==> src/rtl/amo_ctrl_if.sv <==
// amo_ctrl_if: bundles the execute-side atomic handshake, the data-memory port
// and the reservation snoop/clear inputs of the atomic sequencer.
//  slave  : the view used by amo_ctrl (drives amo_*_o and mem_*_o)
//  master : the view used by the environment (execute stage, memory, snoop)
interface amo_ctrl_if #(
  parameter int AW = 32,
  parameter int DW = 32
);
  // execute stage side
  logic          amo_valid_i;
  logic          amo_ready_o;
  logic [4:0]    amo_funct5_i;
  logic [AW-1:0] amo_addr_i;
  logic [DW-1:0] amo_wdata_i;
  logic          amo_done_o;
  logic [DW-1:0] amo_rdata_o;
  logic          amo_err_o;
  logic          amo_busy_o;
  // data-memory port
  logic          mem_req_o;
  logic          mem_we_o;
  logic [AW-1:0] mem_addr_o;
  logic [DW-1:0] mem_wdata_o;
  logic          mem_gnt_i;
  logic          mem_rvalid_i;
  logic [DW-1:0] mem_rdata_i;
  // reservation maintenance
  logic          snoop_st_i;
  logic [AW-1:0] snoop_addr_i;
  logic          resv_clr_i;

  modport slave (
    input  amo_valid_i, amo_funct5_i, amo_addr_i, amo_wdata_i,
    input  mem_gnt_i, mem_rvalid_i, mem_rdata_i,
    input  snoop_st_i, snoop_addr_i, resv_clr_i,
    output amo_ready_o, amo_done_o, amo_rdata_o, amo_err_o, amo_busy_o,
    output mem_req_o, mem_we_o, mem_addr_o, mem_wdata_o
  );

  modport master (
    output amo_valid_i, amo_funct5_i, amo_addr_i, amo_wdata_i,
    output mem_gnt_i, mem_rvalid_i, mem_rdata_i,
    output snoop_st_i, snoop_addr_i, resv_clr_i,
    input  amo_ready_o, amo_done_o, amo_rdata_o, amo_err_o, amo_busy_o,
    input  mem_req_o, mem_we_o, mem_addr_o, mem_wdata_o
  );
endinterface

==> src/rtl/amo_ctrl.sv <==
// amo_ctrl: sequences RV32A LR.W / SC.W / AMO*.W between execute and one
// data-memory port, and holds the single LR/SC reservation.
// Ports:
//  clk_i  : clock, all flops on the rising edge
//  rst_i  : asynchronous active-high reset
//  bus    : amo_ctrl_if.slave -- execute handshake (amo_*), memory port
//           (mem_*), store snoop and reservation clear
// One memory transaction is outstanding at a time; requests are held with
// stable address/data until granted.
module amo_ctrl #(
  parameter int AW = 32,
  parameter int DW = 32
) (
  input logic       clk_i,
  input logic       rst_i,
  amo_ctrl_if.slave bus
);

  localparam logic [4:0] F5_LR   = 5'b00010;
  localparam logic [4:0] F5_SC   = 5'b00011;
  localparam logic [4:0] F5_ADD  = 5'b00000;
  localparam logic [4:0] F5_XOR  = 5'b00100;
  localparam logic [4:0] F5_AND  = 5'b01100;
  localparam logic [4:0] F5_OR   = 5'b01000;
  localparam logic [4:0] F5_MIN  = 5'b10000;
  localparam logic [4:0] F5_MAX  = 5'b10100;
  localparam logic [4:0] F5_MINU = 5'b11000;
  localparam logic [4:0] F5_MAXU = 5'b11100;

  typedef enum logic [2:0] {
    IDLE, RD_REQ, RD_WAIT, WR_REQ, WR_WAIT, DONE
  } state_t;

  state_t          state_reg, state_next;
  logic [4:0]      op_funct5_reg;
  logic [AW-3:0]   op_waddr_reg;      // word address of the captured op
  logic [DW-1:0]   op_wdata_reg;
  logic [DW-1:0]   old_reg;           // value read by the RMW / LR
  logic [DW-1:0]   rdata_reg;
  logic            err_reg;
  logic            resv_valid_reg;
  logic [AW-3:0]   resv_addr_reg;

  // FSM side outputs
  logic            capture;
  logic            load_old;
  logic            set_resv;
  logic            sc_clear;
  logic            finish;
  logic [DW-1:0]   finish_rdata;
  logic            finish_err;

  logic            in_is_sc;
  logic            in_misaligned;
  logic            snoop_hit;
  logic            resv_kill;
  logic            sc_ok;
  logic [DW-1:0]   alu_result;
  logic            unused_bits;

  assign unused_bits = ^bus.snoop_addr_i[1:0];

  assign in_is_sc      = (bus.amo_funct5_i == F5_SC);
  assign in_misaligned = (bus.amo_addr_i[1:0] != 2'b00);
  assign snoop_hit     = bus.snoop_st_i && (bus.snoop_addr_i[AW-1:2] == resv_addr_reg);
  assign resv_kill     = bus.resv_clr_i || snoop_hit;
  // A clear arriving in the same cycle as the SC decision makes the SC fail.
  assign sc_ok         = resv_valid_reg && !resv_kill &&
                         (resv_addr_reg == bus.amo_addr_i[AW-1:2]);

  // Write value for the RMW. SC (and any unlisted funct5) falls into the
  // default arm, which simply writes the operand.
  always_comb begin
    alu_result = op_wdata_reg;
    case (op_funct5_reg)
      F5_ADD:  alu_result = old_reg + op_wdata_reg;
      F5_XOR:  alu_result = old_reg ^ op_wdata_reg;
      F5_AND:  alu_result = old_reg & op_wdata_reg;
      F5_OR:   alu_result = old_reg | op_wdata_reg;
      F5_MIN:  alu_result = ($signed(old_reg) < $signed(op_wdata_reg)) ? old_reg : op_wdata_reg;
      F5_MAX:  alu_result = ($signed(old_reg) > $signed(op_wdata_reg)) ? old_reg : op_wdata_reg;
      F5_MINU: alu_result = (old_reg < op_wdata_reg) ? old_reg : op_wdata_reg;
      F5_MAXU: alu_result = (old_reg > op_wdata_reg) ? old_reg : op_wdata_reg;
      default: alu_result = op_wdata_reg;
    endcase
  end

  // State register
  always_ff @(posedge clk_i or posedge rst_i) begin
    if (rst_i) begin
      state_reg <= IDLE;
    end else begin
      state_reg <= state_next;
    end
  end

  // Next state and FSM side outputs
  always_comb begin
    state_next   = state_reg;
    capture      = 1'b0;
    load_old     = 1'b0;
    set_resv     = 1'b0;
    sc_clear     = 1'b0;
    finish       = 1'b0;
    finish_rdata = '0;
    finish_err   = 1'b0;
    case (state_reg)
      IDLE: begin
        if (bus.amo_valid_i) begin
          capture = 1'b1;
          if (in_misaligned) begin
            state_next = DONE;
            finish     = 1'b1;
            finish_err = 1'b1;
            sc_clear   = in_is_sc;
          end else if (in_is_sc) begin
            sc_clear = 1'b1;
            if (sc_ok) begin
              state_next = WR_REQ;
            end else begin
              state_next   = DONE;
              finish       = 1'b1;
              finish_rdata = {{(DW-1){1'b0}}, 1'b1};
            end
          end else begin
            state_next = RD_REQ;
          end
        end
      end
      RD_REQ: begin
        if (bus.mem_gnt_i) state_next = RD_WAIT;
      end
      RD_WAIT: begin
        if (bus.mem_rvalid_i) begin
          load_old = 1'b1;
          if (op_funct5_reg == F5_LR) begin
            set_resv     = 1'b1;
            state_next   = DONE;
            finish       = 1'b1;
            finish_rdata = bus.mem_rdata_i;
          end else begin
            state_next = WR_REQ;
          end
        end
      end
      WR_REQ: begin
        if (bus.mem_gnt_i) state_next = WR_WAIT;
      end
      WR_WAIT: begin
        if (bus.mem_rvalid_i) begin
          state_next   = DONE;
          finish       = 1'b1;
          // Only a successful SC reaches here without a read; it returns 0.
          finish_rdata = (op_funct5_reg == F5_SC) ? '0 : old_reg;
        end
      end
      DONE: begin
        state_next = IDLE;
      end
      default: begin
        state_next = IDLE;
      end
    endcase
  end

  // Operand capture, read data, result registers
  always_ff @(posedge clk_i or posedge rst_i) begin
    if (rst_i) begin
      op_funct5_reg <= '0;
      op_waddr_reg  <= '0;
      op_wdata_reg  <= '0;
      old_reg       <= '0;
      rdata_reg     <= '0;
      err_reg       <= 1'b0;
    end else begin
      if (capture) begin
        op_funct5_reg <= bus.amo_funct5_i;
        op_waddr_reg  <= bus.amo_addr_i[AW-1:2];
        op_wdata_reg  <= bus.amo_wdata_i;
      end
      if (load_old) old_reg <= bus.mem_rdata_i;
      if (finish) begin
        rdata_reg <= finish_rdata;
        err_reg   <= finish_err;
      end
    end
  end

  // Reservation: an LR completing wins over any clear in the same cycle.
  // The controller's own AMO write is not snooped, so it never clears it.
  always_ff @(posedge clk_i or posedge rst_i) begin
    if (rst_i) begin
      resv_valid_reg <= 1'b0;
      resv_addr_reg  <= '0;
    end else if (set_resv) begin
      resv_valid_reg <= 1'b1;
      resv_addr_reg  <= op_waddr_reg;
    end else if (sc_clear || resv_kill) begin
      resv_valid_reg <= 1'b0;
    end
  end

  assign bus.amo_ready_o = (state_reg == IDLE);
  assign bus.amo_busy_o  = (state_reg != IDLE);
  assign bus.amo_done_o  = (state_reg == DONE);
  assign bus.amo_rdata_o = rdata_reg;
  assign bus.amo_err_o   = err_reg;
  assign bus.mem_req_o   = (state_reg == RD_REQ) || (state_reg == WR_REQ);
  assign bus.mem_we_o    = (state_reg == WR_REQ);
  assign bus.mem_addr_o  = {op_waddr_reg, 2'b00};
  assign bus.mem_wdata_o = alu_result;

endmodule

==> src/flat_wrapper.sv <==
// flat-port wrapper written by rule: the top's interface ports become plain ports
module amo_ctrl_flat 
#(
  parameter int AW = 32,
  parameter int DW = 32
)
  (clk_i, rst_i, bus_amo_valid_i, bus_amo_funct5_i, bus_amo_addr_i, bus_amo_wdata_i, bus_mem_gnt_i, bus_mem_rvalid_i, bus_mem_rdata_i, bus_snoop_st_i, bus_snoop_addr_i, bus_resv_clr_i, bus_amo_ready_o, bus_amo_done_o, bus_amo_rdata_o, bus_amo_err_o, bus_amo_busy_o, bus_mem_req_o, bus_mem_we_o, bus_mem_addr_o, bus_mem_wdata_o);
  amo_ctrl_if #(.AW(AW), .DW(DW)) bus_i ();
  input logic clk_i;
  input logic rst_i;
  input wire logic [$bits(bus_i.amo_valid_i)-1:0] bus_amo_valid_i;
  input wire logic [$bits(bus_i.amo_funct5_i)-1:0] bus_amo_funct5_i;
  input wire logic [$bits(bus_i.amo_addr_i)-1:0] bus_amo_addr_i;
  input wire logic [$bits(bus_i.amo_wdata_i)-1:0] bus_amo_wdata_i;
  input wire logic [$bits(bus_i.mem_gnt_i)-1:0] bus_mem_gnt_i;
  input wire logic [$bits(bus_i.mem_rvalid_i)-1:0] bus_mem_rvalid_i;
  input wire logic [$bits(bus_i.mem_rdata_i)-1:0] bus_mem_rdata_i;
  input wire logic [$bits(bus_i.snoop_st_i)-1:0] bus_snoop_st_i;
  input wire logic [$bits(bus_i.snoop_addr_i)-1:0] bus_snoop_addr_i;
  input wire logic [$bits(bus_i.resv_clr_i)-1:0] bus_resv_clr_i;
  output wire logic [$bits(bus_i.amo_ready_o)-1:0] bus_amo_ready_o;
  output wire logic [$bits(bus_i.amo_done_o)-1:0] bus_amo_done_o;
  output wire logic [$bits(bus_i.amo_rdata_o)-1:0] bus_amo_rdata_o;
  output wire logic [$bits(bus_i.amo_err_o)-1:0] bus_amo_err_o;
  output wire logic [$bits(bus_i.amo_busy_o)-1:0] bus_amo_busy_o;
  output wire logic [$bits(bus_i.mem_req_o)-1:0] bus_mem_req_o;
  output wire logic [$bits(bus_i.mem_we_o)-1:0] bus_mem_we_o;
  output wire logic [$bits(bus_i.mem_addr_o)-1:0] bus_mem_addr_o;
  output wire logic [$bits(bus_i.mem_wdata_o)-1:0] bus_mem_wdata_o;
  assign bus_i.amo_valid_i = bus_amo_valid_i;
  assign bus_i.amo_funct5_i = bus_amo_funct5_i;
  assign bus_i.amo_addr_i = bus_amo_addr_i;
  assign bus_i.amo_wdata_i = bus_amo_wdata_i;
  assign bus_i.mem_gnt_i = bus_mem_gnt_i;
  assign bus_i.mem_rvalid_i = bus_mem_rvalid_i;
  assign bus_i.mem_rdata_i = bus_mem_rdata_i;
  assign bus_i.snoop_st_i = bus_snoop_st_i;
  assign bus_i.snoop_addr_i = bus_snoop_addr_i;
  assign bus_i.resv_clr_i = bus_resv_clr_i;
  assign bus_amo_ready_o = bus_i.amo_ready_o;
  assign bus_amo_done_o = bus_i.amo_done_o;
  assign bus_amo_rdata_o = bus_i.amo_rdata_o;
  assign bus_amo_err_o = bus_i.amo_err_o;
  assign bus_amo_busy_o = bus_i.amo_busy_o;
  assign bus_mem_req_o = bus_i.mem_req_o;
  assign bus_mem_we_o = bus_i.mem_we_o;
  assign bus_mem_addr_o = bus_i.mem_addr_o;
  assign bus_mem_wdata_o = bus_i.mem_wdata_o;
  amo_ctrl #(.AW(AW), .DW(DW)) u_core (.clk_i(clk_i), .rst_i(rst_i), .bus(bus_i));
endmodule
==> config.mk <==
export PLATFORM = sky130hd
export DESIGN_NAME = amo_ctrl_flat
export DESIGN_NICKNAME = d
export VERILOG_FILES = /design/src/rtl/amo_ctrl_if.sv /design/src/rtl/amo_ctrl.sv /design/src/flat_wrapper.sv
export SDC_FILE = /design/constraint.sdc
export NUM_CORES = 1
export LEC_CHECK = 0
export BUFFER_PORTS_ARGS = -buffer_cell sky130_fd_sc_hd__buf_2
export CELL_PAD_IN_SITES_DETAIL_PLACEMENT = 1
export CELL_PAD_IN_SITES_GLOBAL_PLACEMENT = 2
export CORE_ASPECT_RATIO = 0.8
export CORE_MARGIN = 2
export CORE_UTILIZATION = 34
export CTS_BUF_LIST = sky130_fd_sc_hd__clkbuf_8 sky130_fd_sc_hd__clkbuf_16
export DETAILED_ROUTE_END_ITERATION = 16
export PLACE_DENSITY = 0.9
export SYNTH_ARGS = -nofsm -noshare
export SYNTH_HDL_FRONTEND = slang
export SYNTH_SLANG_ARGS = --single-unit
==> constraint.sdc <==
create_clock -name clk_i -period 7.55 [get_ports clk_i]
set_clock_uncertainty 0.15 [all_clocks]
set_input_delay 2.265 -clock clk_i [delete_from_list [all_inputs] [get_ports clk_i]]
set_output_delay 2.265 -clock clk_i [all_outputs]
set_load 0.05 [all_outputs]
==> summary.txt, run 1 <==
Outcome
  • Status: complete, no violations

Worst setup path
  • Kind of critical path: reg -> out
  • Cells along the critical path: inv_1 -> ha_1 -> nor2_1 -> a221oi_1 -> o21bai_1 -> nor4_4 -> o211a_1 -> o21a_1 -> and2_1 -> nor2_1 -> a211oi_1 -> buf_2
  • End of the critical path: bus_mem_wdata_o[25]
  • Crit-path max cell delay: between 600 and 700 ps
  • R2R depth: 6
  • Worst setup startpoint: u_core.old_reg[13]
  • Critical Path Stages: 12
  • CP Capture Type: output port
  • Reg2reg start: u_core.op_funct5_reg[2]
  • Crit-path max FO: 13
  • Critical path startpoint category: flip-flop
  • CP max stage cell: o21a_1
  • Most frequent CP cell: nor2_1
  • Critical path required time: ~5100 ps
  • Crit path DAT: 4880 ps
  • Buffers & Inverters on Critical Path: 2
  • Reg2reg setup slack: 3680 ps
  • Critical R2R Capture: u_core.resv_addr_reg[8]
  • Kind of cell adding the most delay to the critical path: compound AO/OA/AOI/OAI gates

Yosys
  • Post-synth EDFFs: 0
  • Top cells by instance count after synthesis: 166 x dfrtp_1, 136 x o21ai_0, 126 x nand2_1
  • Avg Cell Area, Syn: slightly below 9 um^2
  • Post-synthesis sequential area ratio: 0.343
  • Synth top area cells: dfrtp_1 34%, ha_1 9.9%, mux2_2 5.9%
  • Synth top area share: 0.343
  • Synth Warn #: 0
  • FFs w/ async S/R, synth: 1.00
  • Post-Syn Area: 12100 um^2
  • Top FF cell, synth: dfrtp_1
  • Largest area contributor in the netlist: dfrtp_1
  • #FFs+latches synth: between 150 and 200
  • Library cells used by synthesis: 80
  • Count leader, synth: dfrtp_1
  • Synth Instances: 1370

Final layout
  • Layout cells sized above 1: 0.245
  • Fill count: roughly 4200
  • Area Growth Syn to Fin: 18.7%
  • # nets final: between 1500 and 2000

Floorplan
  • Num ports: roughly 240
  • Starting Density: 0.347
  • Site Rows: around 60
  • Die width: 215 um
  • Die outline height: between 150 and 200 um
  • Core Box Area: about 35000 um^2
  • Overall die area: between 30000 and 40000 um^2

Routing
  • DR DRC count: 0
  • DR pass1 iterations: 5
  • Total number of vias: between 10000 and 15000
  • WL final: approximately 45 mm
  • WL/cell: between 20 and 25 um
  • ANT nets after route: 0
  • DR vias/cell: 5.60
  • Initial drt markers: between 800 and 900

STA
  • Final hold viol count: 0
  • Max Clock Freq: approximately 0.14 GHz
  • Setup violations, final: 0
  • Fin crit period: between 7000 and 8000 ps
  • Fin. max-slew vios: 0
  • Relative slew slack: 0.427
  • RSZ-0062 raised after global routing: no
  • Fin Setup TNS: 0 ps
  • Final Cycle Share: 0.966
  • Worst Tran Pin Value: 859 ps

CTS
  • Clock latency on the worst-skew pair: 460 ps
  • H-tree Lvls: 4
  • Clk pin slew, worst setup/hold paths: 70 ps
  • Root Buffer: clkbuf_16
  • CTS buffer count: 17
  • Clock Path Buffers: 2
  • Sink Count: about 170
  • Setup Buffers After CTS: 0
  • CTS tree: yes

Placed design
  • Dpl hpwl: 32.9 mm
  • GPL Wtd Cong: around 0.9
  • Port Buffer Count: approximately 240

GRT
  • Initial antenna violation count: 9
  • Largest net degree at the start of global routing: 87
  • Number of global-route vias before repair: approximately 12000
  • First-pass GRT wire length: 70.5 mm
  • Total GRT Usage: 0.242
  • Final global-route overflow total: 0

Hold path
  • Hold crit path type: reg -> reg

Flow run
  • Max-cap violations: 0
==> routing by layer <==
metal / GRT usage / vias up / wire, um
met5: 0 / - / 13
met4: 0.0670 / 2 / 759
met3: 0.0406 / 53 / 2440
met2: 0.380 / 322 / 20200
met1: 0.343 / 5831 / 21400
li1: - / 5337 / -
==> logic make-up after synthesis <==
kind of cell / Yosys count / share of synthesized area
other: 1 / 0.000309
AND/OR/NAND/NOR: 316 / 0.125
adder cells (fa/ha/maj): 97 / 0.101
flip-flops: 166 / 0.343
multiplexers: 71 / 0.0660
buffers and inverters: 203 / 0.0656
AO/OA/AOI/OAI: 436 / 0.242
XOR/XNOR: 80 / 0.0578
==> worst register-to-register path, delay by kind of cell, from the launching register on <==
| kind | cells | cell delay, ps |
|---|---|---|
| AND/OR/NAND/NOR | 4 | 1800 |
| flip-flops | 1 | 710 |
| multiplexers | 1 | 440 |
| buffers and inverters | 1 | 660 |
==> layout make-up <==
class / instances / area [um^2] / area share
repair buffers: 261 / 1370 / 0.0950
diodes: 8 / 20.0 / 0.00139
well taps: 472 / 591 / 0.0411
clock inverters: 13 / 131 / 0.00913
flip-flops and latches: 166 / 4150 / 0.289
clock buffers: 19 / 453 / 0.0315
multi-input cells: 1002 / 7210 / 0.501
inverters: 121 / 459 / 0.0319
==> stage by stage <==
stage          area, um^2  hold slack [ps]  std cells   util  worst slack, ps
2_1_floorplan       12100              368       1371      -              645
3_3_place_gp        13800              301       2022  0.394              685
3_5_place_dp        13800              314       2022  0.394              577
4_1_cts             14400              333       2054  0.411             63.6
5_1_grt             14400              368       2062  0.412             35.9
6_report            14400              324       2062  0.412              259
==> what timing repair did <==
action / CTS / global route
gates resized for setup: 0 / 1
setup endpoints to repair: 0 / 10
hold buffers: 0 / 0
==> cell usage in the layout, fill, tap and decap left out, types with 12 or more instances in the layout <==
cell type | synthesis | layout
a21oi_1 | 88 | 88
a21o_1 | 20 | 20
nor2_1 | 80 | 79
nor3_1 | 16 | 15
buf_4 | 3 | 24
mux2_2 | 64 | 64
a222oi_1 | 31 | 31
nand3_1 | 17 | 17
buf_2 | 10 | 237
xnor2_1 | 53 | 53
a221o_1 | 17 | 17
inv_1 | 119 | 121
a211oi_1 | 16 | 15
o21ai_0 | 136 | 136
ha_1 | 96 | 96
nor4_1 | 12 | 12
nand4_1 | 16 | 16
xor2_1 | 27 | 27
a221oi_1 | 18 | 18
dfrtp_1 | 166 | 166
clkbuf_16 | 0 | 17
nand2_1 | 126 | 126
==> how the worst min path moves through the flow <==
| stage | startpoint | endpoint | slack [ps] | cells after the start |
|---|---|---|---|---|
| floorplan | u_core.op_funct5_reg[1] | u_core.op_funct5_reg[1] | 370 | 1 |
| global placement | u_core.bus.amo_err_o | u_core.bus.amo_err_o | 300 | 2 |
| detailed placement | u_core.bus.amo_err_o | u_core.bus.amo_err_o | 310 | 2 |
| CTS | u_core.bus.amo_err_o | u_core.bus.amo_err_o | 330 | 2 |
| global route | u_core.bus.amo_rdata_o[18] | u_core.bus.amo_rdata_o[18] | 370 | 2 |
| finish | u_core.bus.amo_err_o | u_core.bus.amo_err_o | 320 | 2 |
Power of run 1 is not shown: default switching activity piles up to over one toggle a cycle in this logic, so the estimate is an artifact.
==> run 2, diff against run 1 <==
Settings changed: BUFFER_PORTS_ARGS -buffer_cell sky130_fd_sc_hd__buf_2 to -buffer_cell sky130_fd_sc_hd__buf_4, MAX_ROUTING_LAYER set to met4, SETUP_SLACK_MARGIN set to 0.4.
==> run 2 against run 1 <==
Cell count about the same. Die area unchanged. Sequential share of layout area decreased by 1.3 points. Worst setup slack improved by 370 ps. Sequential cell count unchanged. Critical path type unchanged. Highest routed layer is now met4.
==> summary.txt, run 2 (synthesized netlist as in run 1, its figures left out) <==
GRT
  • Largest net degree at the start of global routing: 81 (was 87)
  • Number of global-route vias before repair: 11996 (was 11984)
  • Total GRT Usage: 0.250 (was 0.242)
  • Final global-route overflow total: 0 (unchanged)
  • Initial antenna violation count: 1 (was 9)
  • First-pass GRT wire length: 70.8 mm (was 70.5 mm)

STA
  • Worst Tran Pin Value: 1030 ps (was 859 ps)
  • RSZ-0062 raised after global routing: no (unchanged)
  • Final hold viol count: 0 (unchanged)
  • Max Clock Freq: 0.144 GHz (was 0.137 GHz)
  • Relative slew slack: 0.311 (was 0.427)
  • Fin Setup TNS: 0 ps (unchanged)
  • Fin crit period: 6920 ps (was 7290 ps)
  • Fin. max-slew vios: 0 (unchanged)
  • Final Cycle Share: 0.917 (was 0.966)
  • Setup violations, final: 0 (unchanged)
  • Final WS setup: 626 ps (was 259 ps)

Outcome
  • Status: complete, no violations (unchanged)

Floorplan
  • Die width: 215 um (unchanged)
  • Num ports: 242 (unchanged)
  • Starting Density: 0.347 (unchanged)
  • Core Box Area: 35000 um^2 (unchanged)
  • Site Rows: 61 (unchanged)
  • Die outline height: 173 um (unchanged)
  • Overall die area: 37200 um^2 (unchanged)

Placed design
  • Dpl hpwl: 33.4 mm (was 32.9 mm)
  • Port Buffer Count: 237 (unchanged)
  • Pre-CTS setup slack: 899 ps (was 577 ps)
  • GPL Wtd Cong: 0.941 (was 0.906)

Routing
  • Total number of vias: 11567 (was 11545)
  • ANT nets after route: 0 (unchanged)
  • Initial drt markers: 818 (was 828)
  • DR vias/cell: 5.62 (was 5.60)
  • WL/cell: 21.7 um (about the same)
  • DR DRC count: 0 (unchanged)
  • WL final: 44.8 mm (about the same)
  • DR pass1 iterations: 5 (unchanged)

CTS
  • Clk pin slew, worst setup/hold paths: 70 ps (about the same)
  • H-tree Lvls: 4 (unchanged)
  • Root Buffer: clkbuf_16 (unchanged)
  • CTS buffer count: 17 (unchanged)
  • Sink Count: 166 (unchanged)
  • Hold buffers post-CTS: 0 (unchanged)
  • CTS tree: yes (unchanged)
  • Clock latency on the worst-skew pair: 460 ps (about the same)
  • Clock Path Buffers: 2 (unchanged)

Flow run
  • Max-cap violations: 0 (unchanged)

Final layout
  • # nets final: 1811 (was 1806)
  • Fill count: 4143 (was 4235)
  • Area Growth Syn to Fin: 24.4% (was 18.7%)
  • Layout cells sized above 1: 0.254 (was 0.245)
  • Most frequent cells in the layout: 266 x buf_4, 166 x dfrtp_1, 136 x o21ai_0, 126 x nand2_1, 118 x inv_1 (was 237 x buf_2, 166 x dfrtp_1, 136 x o21ai_0, 126 x nand2_1, 121 x inv_1)
  • Most common cell after layout, fill and taps aside: buf_4 (was buf_2)
  • Final core occ: 0.431 (was 0.412)

Worst setup path
  • CP Capture Type: output port (unchanged)
  • Critical path required time: 5140 ps (about the same)
  • Kind of critical path: reg -> out (unchanged)
  • Crit-path max FO: 17 (was 13)
  • Crit path DAT: 4510 ps (was 4880 ps)
  • Critical path startpoint category: flip-flop (unchanged)

Hold path
  • Hold crit path type: reg -> reg (unchanged)
==> run 2: area by class of cell <==
class                   count  area, um^2  share of cell area
multi-input cells        1002        7290               0.484
flip-flops and latches    166        4150               0.276
repair buffers            266        2000               0.132
well taps                 472         591              0.0392
inverters                 121         459              0.0305
clock buffers              18         439              0.0291
clock inverters            14         139             0.00921
diodes                      1        2.50            0.000166
==> run 2: worst max-delay path, stage by stage, from the launching register on <==
cell and delay, ps:
dfrtp_1 460, inv_1 90, ha_1 470, nor4_4 480, nand4_4 340, or3_4 550
a21oi_4 230, nand2_1 80, mux2_4 400, a221o_1 370, a221oi_1 230, o21ai_1 120
buf_4 210
==> run 2: final timing paths <==
check                      slack [ps]                      from                          to  depth (start not counted)
max                               630        u_core.old_reg[31]         bus_mem_wdata_o[27]                         12
min                               340      u_core.bus.amo_err_o        u_core.bus.amo_err_o                          2
max reg2reg                      3740  u_core.resv_addr_reg[26]  u_core.bus.amo_rdata_o[13]                         10
min reg2reg                       340      u_core.bus.amo_err_o        u_core.bus.amo_err_o                          2
max in group asynchronous        4240                     rst_i      u_core.op_wdata_reg[8]                          3
min in group asynchronous        1790                     rst_i     u_core.op_waddr_reg[15]                          2
==> run 2: per-layer routing <==
metal | track usage | part of all wire | vias up
li1 | - | - | 5346
met1 | 0.345 | 0.47 | 5828
met2 | 0.368 | 0.44 | 312
met3 | 0.0438 | 0.054 | 81
met4 | 0.0862 | 0.027 | 0
met5 | - | 0 | -
==> run 2: timing repair <==
action	in CTS	in global routing
hold endpoints to repair	0	0
buffers inserted	0	5
resized for setup	2	13
pin swaps	0	3
endpoints found under the setup margin	1	25
==> run 2: through the flow <==
stage	instances	hold slack [ps]	cell area, um^2
global route	2060	359	15100
finish	2060	335	15100
CTS	2054	342	15000
detailed placement	2022	322	14400
floorplan	1371	368	12100
global placement	2022	307	14400
Power of run 2 is left out for the same reason.
